==> src/rtl/alu_pkg.sv <==
// Shared types and constants for the ALU scheduler.
// Holds the op encoding {opp, asn}, the scheduler FSM state type and
// default widths used by alu_scheduler and rr_arb2.
package alu_pkg;

    localparam int unsigned PART_LEN_DEF = 8;
    localparam int unsigned ALU_LAT_DEF  = 1;
    localparam int unsigned CNT_W        = 4;   // holds ALU_LAT-1 for ALU_LAT up to 15
    localparam int unsigned STAT_W       = 16;

    // Op field meanings
    localparam logic OPP_ASN = 1'b1;
    localparam logic OPP_MUL = 1'b0;
    localparam logic ASN_ADD = 1'b0;
    localparam logic ASN_SUB = 1'b1;

    typedef struct packed {
        logic opp;  // 1 = add/sub, 0 = multiply
        logic asn;  // 0 = add, 1 = subtract (forwarded but ignored for multiply)
    } op_t;

    typedef enum logic [1:0] {
        IDLE = 2'd0,
        EXEC = 2'd1,
        RESP = 2'd2
    } state_t;

endpackage

==> src/rtl/alu_scheduler_rr_arb2.sv <==
// Two-way round-robin arbiter.
// Ports: clk, rst_n; valid[1:0] request valids; accept strobe (grant taken);
//        grant_c[1:0] one-hot combinational grant.
// The pointer remembers the last granted requester and only moves on accept.
module rr_arb2 (
    input  logic       clk,
    input  logic       rst_n,
    input  logic [1:0] valid,
    input  logic       accept,
    output logic [1:0] grant_c
);

    logic last_q;

    // With both valid, favour the requester that was not granted last
    always_comb begin
        grant_c = 2'b00;
        if (valid == 2'b11) begin
            grant_c = last_q ? 2'b01 : 2'b10;
        end else begin
            grant_c = valid;
        end
    end

    // Reset to 1 so requester 0 wins the first contention
    always_ff @(posedge clk or negedge rst_n) begin
        if (!rst_n) begin
            last_q <= 1'b1;
        end else if (accept && (grant_c != 2'b00)) begin
            last_q <= grant_c[1];
        end
    end

endmodule

==> src/rtl/alu_scheduler.sv <==
// Shares one add/sub/multiply ALU between two valid/ready requesters.
// Ports: clk, rst_n; req0_*/req1_* request channels (valid, ready, op, a, b);
//        rsp_* response channel (valid, ready, id, res); alu_a/alu_b/alu_ctrl
//        drive the ALU, alu_res is sampled after ALU_LAT cycles; busy = not IDLE.
// Optional: define ALU_SCHED_STATS_EN to add stat_mul_cnt / stat_as_cnt,
//           saturating counts of accepted multiply and add/sub operations.
module alu_scheduler
    import alu_pkg::*;
#(
    parameter int unsigned PART_LEN = PART_LEN_DEF,
    parameter int unsigned ALU_LAT  = ALU_LAT_DEF
) (
    input  logic                  clk,
    input  logic                  rst_n,
    input  logic                  req0_valid,
    output logic                  req0_ready,
    input  logic [1:0]            req0_op,
    input  logic [2*PART_LEN-1:0] req0_a,
    input  logic [2*PART_LEN-1:0] req0_b,
    input  logic                  req1_valid,
    output logic                  req1_ready,
    input  logic [1:0]            req1_op,
    input  logic [2*PART_LEN-1:0] req1_a,
    input  logic [2*PART_LEN-1:0] req1_b,
    output logic                  rsp_valid,
    input  logic                  rsp_ready,
    output logic                  rsp_id,
    output logic [2*PART_LEN-1:0] rsp_res,
    output logic [2*PART_LEN-1:0] alu_a,
    output logic [2*PART_LEN-1:0] alu_b,
    output logic [1:0]            alu_ctrl,
    input  logic [2*PART_LEN-1:0] alu_res,
    output logic                  busy
`ifdef ALU_SCHED_STATS_EN
    ,
    output logic [STAT_W-1:0]     stat_mul_cnt,
    output logic [STAT_W-1:0]     stat_as_cnt
`endif
);

    localparam int unsigned DW = 2 * PART_LEN;

    state_t           state_q, state_d;
    logic [CNT_W-1:0] cnt_q, cnt_d;
    logic             id_q, id_d;
    logic [DW-1:0]    alu_a_d, alu_b_d, rsp_res_d;
    logic [1:0]       alu_ctrl_d;
    logic             rsp_valid_d, rsp_id_d, busy_d;
    logic             accept;
    logic [1:0]       grant;
    op_t              sel_op;

    rr_arb2 u_arb (
        .clk     (clk),
        .rst_n   (rst_n),
        .valid   ({req1_valid, req0_valid}),
        .accept  (accept),
        .grant_c (grant)
    );

    // Ready is only offered in IDLE, and never while reset is held
    assign req0_ready = rst_n && (state_q == IDLE) && grant[0];
    assign req1_ready = rst_n && (state_q == IDLE) && grant[1];

    assign sel_op = grant[1] ? op_t'(req1_op) : op_t'(req0_op);

    // Next-state and datapath next values
    always_comb begin
        state_d     = state_q;
        cnt_d       = cnt_q;
        id_d        = id_q;
        alu_a_d     = alu_a;
        alu_b_d     = alu_b;
        alu_ctrl_d  = alu_ctrl;
        rsp_valid_d = rsp_valid;
        rsp_id_d    = rsp_id;
        rsp_res_d   = rsp_res;
        accept      = 1'b0;
        unique case (state_q)
            IDLE: begin
                if (req0_valid || req1_valid) begin
                    accept     = 1'b1;
                    id_d       = grant[1];
                    alu_a_d    = grant[1] ? req1_a : req0_a;
                    alu_b_d    = grant[1] ? req1_b : req0_b;
                    alu_ctrl_d = sel_op;
                    cnt_d      = CNT_W'(ALU_LAT - 1);
                    state_d    = EXEC;
                end
            end
            EXEC: begin
                if (cnt_q != '0) begin
                    cnt_d = cnt_q - CNT_W'(1);
                end else begin
                    rsp_res_d   = alu_res;
                    rsp_id_d    = id_q;
                    rsp_valid_d = 1'b1;
                    state_d     = RESP;
                end
            end
            RESP: begin
                if (rsp_ready) begin
                    rsp_valid_d = 1'b0;
                    state_d     = IDLE;
                end
            end
            default: begin
                state_d = IDLE;
            end
        endcase
        busy_d = (state_d != IDLE);
    end

    // State and datapath registers
    always_ff @(posedge clk or negedge rst_n) begin
        if (!rst_n) begin
            state_q   <= IDLE;
            cnt_q     <= '0;
            id_q      <= 1'b0;
            alu_a     <= '0;
            alu_b     <= '0;
            alu_ctrl  <= 2'b00;
            rsp_valid <= 1'b0;
            rsp_id    <= 1'b0;
            rsp_res   <= '0;
            busy      <= 1'b0;
        end else begin
            state_q   <= state_d;
            cnt_q     <= cnt_d;
            id_q      <= id_d;
            alu_a     <= alu_a_d;
            alu_b     <= alu_b_d;
            alu_ctrl  <= alu_ctrl_d;
            rsp_valid <= rsp_valid_d;
            rsp_id    <= rsp_id_d;
            rsp_res   <= rsp_res_d;
            busy      <= busy_d;
        end
    end

`ifdef ALU_SCHED_STATS_EN
    // Saturating counts of accepted operations split by opp
    always_ff @(posedge clk or negedge rst_n) begin
        if (!rst_n) begin
            stat_mul_cnt <= '0;
            stat_as_cnt  <= '0;
        end else if (accept) begin
            if (sel_op.opp == OPP_MUL) begin
                if (stat_mul_cnt != '1) stat_mul_cnt <= stat_mul_cnt + STAT_W'(1);
            end else begin
                if (stat_as_cnt != '1) stat_as_cnt <= stat_as_cnt + STAT_W'(1);
            end
        end
    end
`endif

endmodule

==> config.mk <==
export PLATFORM = sky130hd
export DESIGN_NAME = alu_scheduler
export DESIGN_NICKNAME = d
export VERILOG_FILES = /design/src/rtl/alu_pkg.sv /design/src/rtl/alu_scheduler_rr_arb2.sv /design/src/rtl/alu_scheduler.sv
export SDC_FILE = /design/constraint.sdc
export NUM_CORES = 1
export LEC_CHECK = 0
export BUFFER_PORTS_ARGS = -buffer_cell sky130_fd_sc_hd__buf_2
export CAP_MARGIN = 20
export CORE_MARGIN = 1.5
export CORE_UTILIZATION = 49
export CTS_CLUSTER_SIZE = 28
export DETAILED_ROUTE_END_ITERATION = 8
export GPL_ROUTABILITY_DRIVEN = 0
export PLACE_DENSITY = 0.85
export RECOVER_POWER = 100
export SYNTH_ARGS = -nofsm -noshare
export SYNTH_HDL_FRONTEND = slang
export SYNTH_SLANG_ARGS = --single-unit
==> constraint.sdc <==
create_clock -name clk -period 3.09 [get_ports clk]
set_clock_uncertainty 0.15 [all_clocks]
set_input_delay 0.309 -clock clk [delete_from_list [all_inputs] [get_ports clk]]
set_output_delay 0.309 -clock clk [all_outputs]
set_load 0.05 [all_outputs]
Word-level counts from Yosys, hierarchy flattened --
Index checks and enable logic that the tools add are counted.
Operators by class: add/subtract/negate cells 1, equal/unequal tests 7, shifts and indexed selects 0, $mul 0, reduce and logical (&&, ||, !) cells 15, mux-type cells 17, order comparisons 0, divide/modulo/power cells 0, bitwise gates (word level) 1
Operators by type and width (number):
- 2-to-1 mux 16 bit | 2
- 2-to-1 mux 2 bit | 6
- 2-to-1 mux 4 bit | 2
- case mux 4 bit (2 select lines) | 1
- nonzero test 2 bit | 4
- != test 2 bit, second input constant | 3
- case mux 2 bit (3 select lines) | 1
- AND reduction 3 bit | 2
- == test 2 bit, second input constant | 2
- logical AND 1 bit | 4
- 2-to-1 mux 1 bit | 4
- AND reduction 2 bit | 2
- nonzero test 4 bit | 1
- subtractor 4 x 1 -> 4 bit, second input constant | 1
- == test 2 x 1 -> 1 bit, second input constant | 1
- zero test 2 bit | 1
- != test 2 x 1 -> 1 bit, second input constant | 1
- case mux 1 bit (2 select lines) | 1
- logical OR 1 bit | 1
- inverter 1 bit | 1
Word-level totals: input bits 89, memory bits (read-only) 0, memories 0, RAM bits 0, output and inout bits 55, word-level logic and storage cells 52, latch bits 0, register bits 61

Logic depth before layout (Yosys ltp) --
Gate-level depths: netlist (run 1).
depth in word-level cells 4, depth in mapped cells 7, mapped depth without buffers 5

Cells and area by module --
From an unflattened synthesis (run 1), not the netlist that was laid out.
Second synthesis, totals: cell total of the unflattened synthesis 237, area total of the unflattened synthesis 2802.7 sq um
Modules (own cells, without submodules):
- alu_scheduler | area an instance 2746.4 sq um, cells an instance 231, sequential area each 1501.4 sq um, times used 1
- rr_arb2 | area an instance 56.3 sq um, cells an instance 6, sequential area each 26.3 sq um, times used 1

Worst setup path before layout (run 1) --
Ideal clock, no wire load.
path kind register to output, start point register state_q[0], end point output req0_ready, arrival 1421 ps, cell stages (with the launch flop) 5, setup slack 1210 ps, data required time 2631 ps, buffers on the path 2, path through dfrtp_1 > nor2_1 > buf_2 > buf_2 > o2111a_1
On the way: cells in the longest elaborated chain, start to end 3
Ends and longest elaborated chain:
- start: declaration | line alu_scheduler.sv:43 | state_t state_q, state_d;
- start signal: assignment | line alu_scheduler.sv:128 | state_q <= state_d;
- zero test 2 bit | line alu_scheduler.sv:62 | assign req0_ready = rst_n && (state_q == IDLE) && grant[0];
- logical AND 1 bit (2 in a row) | line alu_scheduler.sv:62
- end: declaration | line alu_scheduler.sv:16 | output logic req0_ready,
No other way between the ends.

Final worst setup path (run 1) --
start point input req0_valid, end point register cnt_q[3]
On the way: cells in the longest elaborated chain, start to end 3
Ends and longest elaborated chain:
- start: declaration | line alu_scheduler.sv:15 | input logic req0_valid,
- logical OR 1 bit | line alu_scheduler.sv:81 | if (req0_valid || req1_valid) begin
- != test 2 x 1 -> 1 bit (no line)
- AND reduction 3 bit (no line)
- end signal: assignment | line alu_scheduler.sv:129 | cnt_q <= cnt_d;
- end: declaration | line alu_scheduler.sv:44 | logic [CNT_W-1:0] cnt_q, cnt_d;
No other way between the ends. A chain may end at the register's enable or synchronous reset.

==> results.py, run 1 <==
metrics = {
    "synthesis": {
        "ys_seq_elements": 61,
        "synth_top_family_by_area": "compound AO/OA/AOI/OAI gates",
        "avgSynthCellArea_um2": 10.2,
        "netlist_top_cells_area": "dfrtp_1, nand2_1, a31oi_1, a21oi_1, mux2_4",
        "ys.flop_type": "dfrtp_1",
        "synthDistinctLibCells": 37,
        "synth_top_area_frac": 0.533,
        "synth-simple-area-share": 0.142,
        "synth-xor-area-share": 0,
        "syn-instance-count": 277,
        "async_flop_share": 1.00,
        "yosysSeqAreaShare": 0.542,
        "yosysWarnings": 0,
        "synth.net_count": 368,
        "synth.area.mux_share": 0.0786,
        "synth_edf_count": 0,
        "netlist_area_um2": 2820,
        "synth-compound-area-share": 0.177,
        "synth.largest_area_cell": "dfrtp_1",
        "yosys.area_share.adder": 0.00888,
    },
    "clock_tree": {
        "cts.repair.resized": 0,
        "clk_latency_ns": 0.32,
        "cts.sinks": 61,
        "clock_path_buffers": 2,
        "cts_tree": "built",
        "cts_hold_buf": 1,
        "clk_pin_slew_ns": 0.06,
        "cts_setup_buffers": 0,
        "cts.htree.levels": 3,
        "cts_made_buffers": 9,
        "root_buffer": "clkbuf_8",
    },
    "layout": {
        "fin_util": 0.661,
        "antennaDiodeCount": 0,
        "final_layout_size_suffix_gt1_frac": 0.292,
        "final_common_cell": "buf_2",
        "area_growth_pct": 30.0,
        "final_cell_mix": "buf_2, nand2_1, dfrtp_1",
        "nets": 505,
    },
    "die": {
        "core_area_um2": 5540,
        "placementRows": 27,
        "die_h_um": 78.9,
        "die_x_um": 78.9,
        "start_util": 0.509,
        "ios": 144,
        "die_area_um2": 6220,
    },
    "sta": {
        "fmaxAchievable_mhz": 398,
        "final.min_clock_period_ns": 2.51,
        "setup_violations": 0,
        "tightest_slew_ns": 1.98,
        "hold_violations": 0,
        "finalMaxSlewViolations": 36,
        "slew_headroom": -0.318,
        "fin_tns_setup_ns": 0,
        "rsz0062_at_grt": "no",
        "fin_crit_sh": 0.813,
    },
    "global_routing": {
        "grt_antenna_before_repair": 0,
        "grt_max_degree": 61,
        "grt_pass1_vias": 2433,
        "grt.total_usage": 0.227,
        "grt_pass1_wl_um": 11200,
        "overflow": 0,
    },
    "route": {
        "antenna_left": 0,
        "wire_per_inst_um": 13.5,
        "firstDrtPassIters": 4,
        "vias": 2590,
        "drc": 0,
        "vias_per_cell": 5.29,
        "drt_iter0_drc": 118,
        "totalWireLength_um": 6590,
    },
    "worst_setup_path": {
        "r2r_setup_slack_ns": 0.70,
        "critical_path.max_fanout": 35,
        "cp.arrival_ns": 2.57,
        "r2r_start": "state_q[0]$_DFF_PN0_",
        "cp_slowest_cell": "or2_0",
        "timing.rr.end": "alu_b[9]$_DFFE_PN0P_",
        "worst_path_largest_cell_delay_ns": 1.45,
        "critical-path-top-delay-family": "simple AND/OR/NAND/NOR gates",
        "ff2ff_path_depth": 3,
        "cp.required_ns": 3.14,
        "critPathLaunchType": "input port",
        "cp_num_buf_inv": 1,
        "path_cells": "buf_2 > or2_0 > o21bai_1 > a221o_1",
        "endpoint_kind": "register",
        "cp.depth": 4,
        "crit_type": "input port to register",
    },
    "worst_hold_path": {
        "min_from": "alu_res[12]",
        "hold_path_end": "rsp_res[12]$_DFFE_PN0N_",
        "hold_depth": 2,
        "hp-class": "input port to register",
    },
    "power_and_ir_drop": {
        "power_mw": 4.90,
        "power_density_nw_per_um2": 1340,
        "p_leak_nw": 1.69,
        "ir_worst_vdd_v": 0.000605,
    },
    "job": {
        "cap_violations": 1,
    },
    "outcome": {
        "violations": "max-capacitance violations, max-slew violations",
        "status": "finished with violations",
    },
    "placement": {
        "io_buffers": 143,
        "hpwl_um": 4590,
    },
}
[flip-flops by register name, indices dropped and copies added, names as in the netlist]
register and flops:
alu_a 16, alu_b 16, alu_ctrl 2, busy 1
cnt_q 4, id_q 1, rsp_id 1, rsp_res 16
rsp_valid 1, state_q 2, u_arb.last_q 1
[worst max path at each step]
| stage | from | endpoint | slack [ns] |
|---|---|---|---|
| floorplan | state_q[0]$_DFF_PN0_ | req0_ready | 1.21 |
| global placement | cnt_q[0]$_DFFE_PN0P_ | rsp_res[13]$_DFFE_PN0N_ | 0.86 |
| detailed placement | cnt_q[0]$_DFFE_PN0P_ | rsp_res[7]$_DFFE_PN0N_ | 0.69 |
| CTS | cnt_q[0]$_DFFE_PN0P_ | rsp_res[7]$_DFFE_PN0N_ | 0.68 |
| global route | req0_valid | cnt_q[3]$_DFFE_PN0P_ | 0.39 |
| finish | req0_valid | cnt_q[3]$_DFFE_PN0P_ | 0.58 |
[per-layer routing]
metal	GRT usage	share of wire
met2	0.378	0.48
met1	0.289	0.44
met4	0.0807	0.012
met5	0	0
met3	0.0563	0.074
[cells by family after synthesis]
family,after synthesis
and+or+nand+nor,89
AOI/OAI and AO/OA,83
DFF,61
buffers and inverters,25
muxes,17
adders and majority gates,2
[per-stage QoR]
step,cells,cell area [µm²],setup slack [ns],hold WS [ns]
floorplan,277,2820,1.21,-0.137
global placement,474,3520,0.859,0.137
detailed placement,474,3520,0.690,0.144
CTS,490,3770,0.680,0.0438
global route,490,3660,0.387,0.0486
finish,490,3660,0.578,0.0508
[cell type report]
class,instances,area [µm²]
fillers,506,1880
flip-flops and latches,61,1530
multi-input cells,191,1110
repair buffers,147,676
clock buffers,11,151
clock inverters,4,95.1
well taps,72,90.1
inverters,4,15.0
[synthesized netlist by cell type (2+ instances only)]
master	instances
nand3b_1	2
ha_1	2
a31oi_1	35
mux2_2	9
o21bai_1	2
a21oi_1	36
inv_1	4
o21ai_0	2
buf_2	15
mux2_4	8
nor2_1	2
nand2_1	73
or2_2	2
buf_4	3
dfrtp_1	60
[power breakdown]
group          switching, mW  internal [mW]
clock                  0.286          0.574
sequential             0.246           1.21
combinational           1.97          0.612
Power figures use the tool's default switching activity.
==> inputs of run 2 (changes only) <==
--- a/config.mk
+++ b/config.mk
@@ -5,14 +5,15 @@
 export SDC_FILE = /design/constraint.sdc
 export NUM_CORES = 1
 export LEC_CHECK = 0
+export ABC_AREA = 1
 export BUFFER_PORTS_ARGS = -buffer_cell sky130_fd_sc_hd__buf_2
 export CAP_MARGIN = 20
 export CORE_MARGIN = 1.5
-export CORE_UTILIZATION = 49
+export CORE_UTILIZATION = 46
 export CTS_CLUSTER_SIZE = 28
 export DETAILED_ROUTE_END_ITERATION = 8
 export GPL_ROUTABILITY_DRIVEN = 0
-export PLACE_DENSITY = 0.85
+export PLACE_DENSITY = 0.8
 export RECOVER_POWER = 100
 export SYNTH_ARGS = -nofsm -noshare
 export SYNTH_HDL_FRONTEND = slang
==> constraint.sdc (replaced) <==
create_clock -name clk -period 2.6 [get_ports clk]
set_clock_uncertainty 0.15 [all_clocks]
set_input_delay 0.26 -clock clk [delete_from_list [all_inputs] [get_ports clk]]
set_output_delay 0.26 -clock clk [all_outputs]
set_load 0.05 [all_outputs]
==> run 2 against run 1 <==
  * The flow now finishes without violations
  * Sequential share of layout area shrank 2.7 points
  * Wire length grew 10%
  * First-iteration DRC count shrank 9.3%
  * Die area grew 11%
  * Critical endpoint is now id_q$_DFFE_PN0P_
==> results.py, run 2 <==
metrics = {
    "worst_setup_path": {
        "critPathLaunchType": "register",
        "path_cells": "nor2_1 > nand2_2 > inv_1 > o21ai_0",
        "endpoint_kind": "register",
        "critPathLaunch": "state_q[1]$_DFF_PN0_",
        "worst_path_largest_cell_delay_ns": 0.81,
        "critical-path-top-delay-family": "buffers and inverters",
        "cp_num_buf_inv": 1,
        "cp.arrival_ns": 2.12,
        "cp.required_ns": 2.60,
        "critical_path.max_fanout": 36,
        "r2r_start": "state_q[1]$_DFF_PN0_",
        "crit_type": "register to register",
        "cp_slowest_cell": "inv_1",
    },
    "clock_tree": {
        "clk_pin_slew_ns": 0.08,
        "clock_path_buffers": 2,
        "root_buffer": "clkbuf_8",
        "cts_setup_buffers": 0,
        "cts.repair.resized": 0,
        "clk_latency_ns": 0.32,
        "cts_made_buffers": 9,
        "cts_tree": "built",
        "cts.sinks": 61,
        "cts.htree.levels": 3,
    },
    "route": {
        "antenna_left": 0,
        "wire_per_inst_um": 13.1,
        "totalWireLength_um": 7260,
        "drc": 0,
        "firstDrtPassIters": 4,
        "drt_iter0_drc": 107,
        "vias": 2733,
        "vias_per_cell": 4.92,
    },
    "power_and_ir_drop": {
        "p_leak_nw": 1.88,
        "ir_worst_vdd_v": 0.000853,
        "power_density_nw_per_um2": 1480,
    },
    "synthesis": {
        "avgSynthCellArea_um2": 9.43,
        "netlist_top_cells_area": "dfrtp_1, a21oi_2, nand2_1, nor2_1, buf_12",
        "async_flop_share": 1.00,
        "synth-simple-area-share": 0.200,
        "synth-xor-area-share": 0.00296,
        "yosysSeqAreaShare": 0.516,
        "synth.net_count": 405,
        "ys_seq_elements": 61,
        "yosysMostFrequentCell": "nand2_1",
        "synth.area.mux_share": 0,
        "yosysWarnings": 0,
        "syn-instance-count": 314,
        "synth-compound-area-share": 0.204,
        "netlist_top_cells_count": "nand2_1, dfrtp_1, a21oi_2",
        "synth_top_family_by_area": "compound AO/OA/AOI/OAI gates",
        "synth_edf_count": 0,
        "synthDistinctLibCells": 26,
        "yosys.area_share.adder": 0.00845,
        "ys.flop_type": "dfrtp_1",
        "netlist_area_um2": 2960,
        "synth_top_area_frac": 0.507,
        "synth.largest_area_cell": "dfrtp_1",
    },
    "sta": {
        "finalMaxSlewViolations": 0,
        "hold_violations": 0,
        "holdWs_ns": 0.0281,
        "fin_crit_sh": 0.813,
        "tightest_slew_ns": 1.46,
        "slew_headroom": 0.0254,
        "rsz0062_at_grt": "no",
        "fin_tns_setup_ns": 0,
        "fmaxAchievable_mhz": 473,
        "setup_violations": 0,
        "final.min_clock_period_ns": 2.12,
    },
    "layout": {
        "final_common_cell": "nand2_1",
        "final_layout_size_suffix_gt1_frac": 0.357,
        "fin_util": 0.624,
        "antennaDiodeCount": 0,
        "postLayoutCellArea_um2": 3920,
        "instances_no_fill": 556,
        "largestRegisters": "alu_a: 16 flops, alu_b: 16 flops, rsp_res: 16 flops",
        "area_growth_pct": 32.4,
        "final_cell_mix": "nand2_1, buf_2, dfrtp_1",
        "nets": 565,
    },
    "global_routing": {
        "grt_max_degree": 62,
        "grt_use_met2": 0.378,
        "overflow": 0,
        "grt_pass1_vias": 2722,
        "grt_pass1_wl_um": 12500,
        "grt_antenna_before_repair": 0,
        "top_usage_layer": "met2",
        "grt.total_usage": 0.222,
        "met1_usage": 0.275,
        "grtUsageMet3": 0.0507,
    },
    "die": {
        "die_area_um2": 6930,
        "die_h_um": 83.2,
        "die_x_um": 83.2,
        "ios": 144,
        "core_area_um2": 6280,
        "placementRows": 29,
        "start_util": 0.472,
    },
    "worst_hold_path": {
        "hp-class": "input port to register",
        "min_from": "req0_op[0]",
    },
    "placement": {
        "io_buffers": 143,
        "post_dp_cell_area_um2": 3650,
        "hpwl_um": 4800,
        "dpl.cell_count": 523,
    },
    "job": {
        "cap_violations": 0,
    },
    "outcome": {
        "status": "completed",
    },
}
run 2: path summary, 6_finish.rpt:
check / to / slack [ns] / depth (start not counted)
worst max-delay path: id_q$_DFFE_PN0P_ / 0.48 / 4
worst min-delay path: alu_ctrl[0]$_DFFE_PN0P_ / 0.03 / 3
worst max register to register: id_q$_DFFE_PN0P_ / 0.48 / 4
worst min register to register: rsp_res[13]$_DFFE_PN0N_ / 0.34 / 2
max in group asynchronous: state_q[1]$_DFF_PN0_ / 0.65 / 3
min in group asynchronous: alu_a[15]$_DFFE_PN0P_ / 0.78 / 3
run 2: power breakdown:
part           leakage [nW]  internal (mW)  switching, mW
clock                0.0904          0.358          0.402
combinational          1.08          0.733           2.60
sequential            0.711           1.43          0.264
run 2: cell families (layout without fill, tap and decap cells):
group / Yosys count / count (layout)
XOR/XNOR: 1 / 1
adder cells (fa/ha/maj): 2 / 2
flip-flops: 61 / 61
buffers and inverters: 27 / 192
AO/OA/AOI/OAI: 76 / 76
AND/OR/NAND/NOR: 147 / 147
run 2: what timing repair did:
action                                 in CTS  in global routing
endpoints found under the hold margin      58                  0
setup endpoints to repair                   0                  0
hold buffers                               17                  0
run 2: worst register-to-register path, stage by stage (launching register included):
cell and delay (ns):
dfrtp_1 0.45, nor2_1 0.24, nand2_2 0.09, inv_1 0.81, o21ai_0 0.20
run 2: layout make-up:
type / count / area, µm²
Clock buffer: 9 / 124
Clock inverter: 7 / 60.1
Fill cell: 551 / 2360
Inverter: 11 / 41.3
Multi-Input combinational cell: 226 / 1220
Sequential cell: 61 / 1530
Tap cell: 77 / 96.3
Timing Repair Buffer: 165 / 853
run 2: per-layer routing:
metal	up-vias	part of all wire	wire length, µm
li1	1335	-	-
met1	1273	0.43	3100
met2	118	0.49	3580
met3	7	0.067	485
met4	0	0.012	86
met5	-	0	0
run 2: per-stage QoR:
step           setup slack (ns)  power, mW
3_3_place_gp              0.896       5.07
4_1_cts                   0.659       5.96
2_1_floorplan             0.356       4.51
5_1_grt                   0.287       6.17
6_report                  0.485       5.78
3_5_place_dp              0.724       5.16
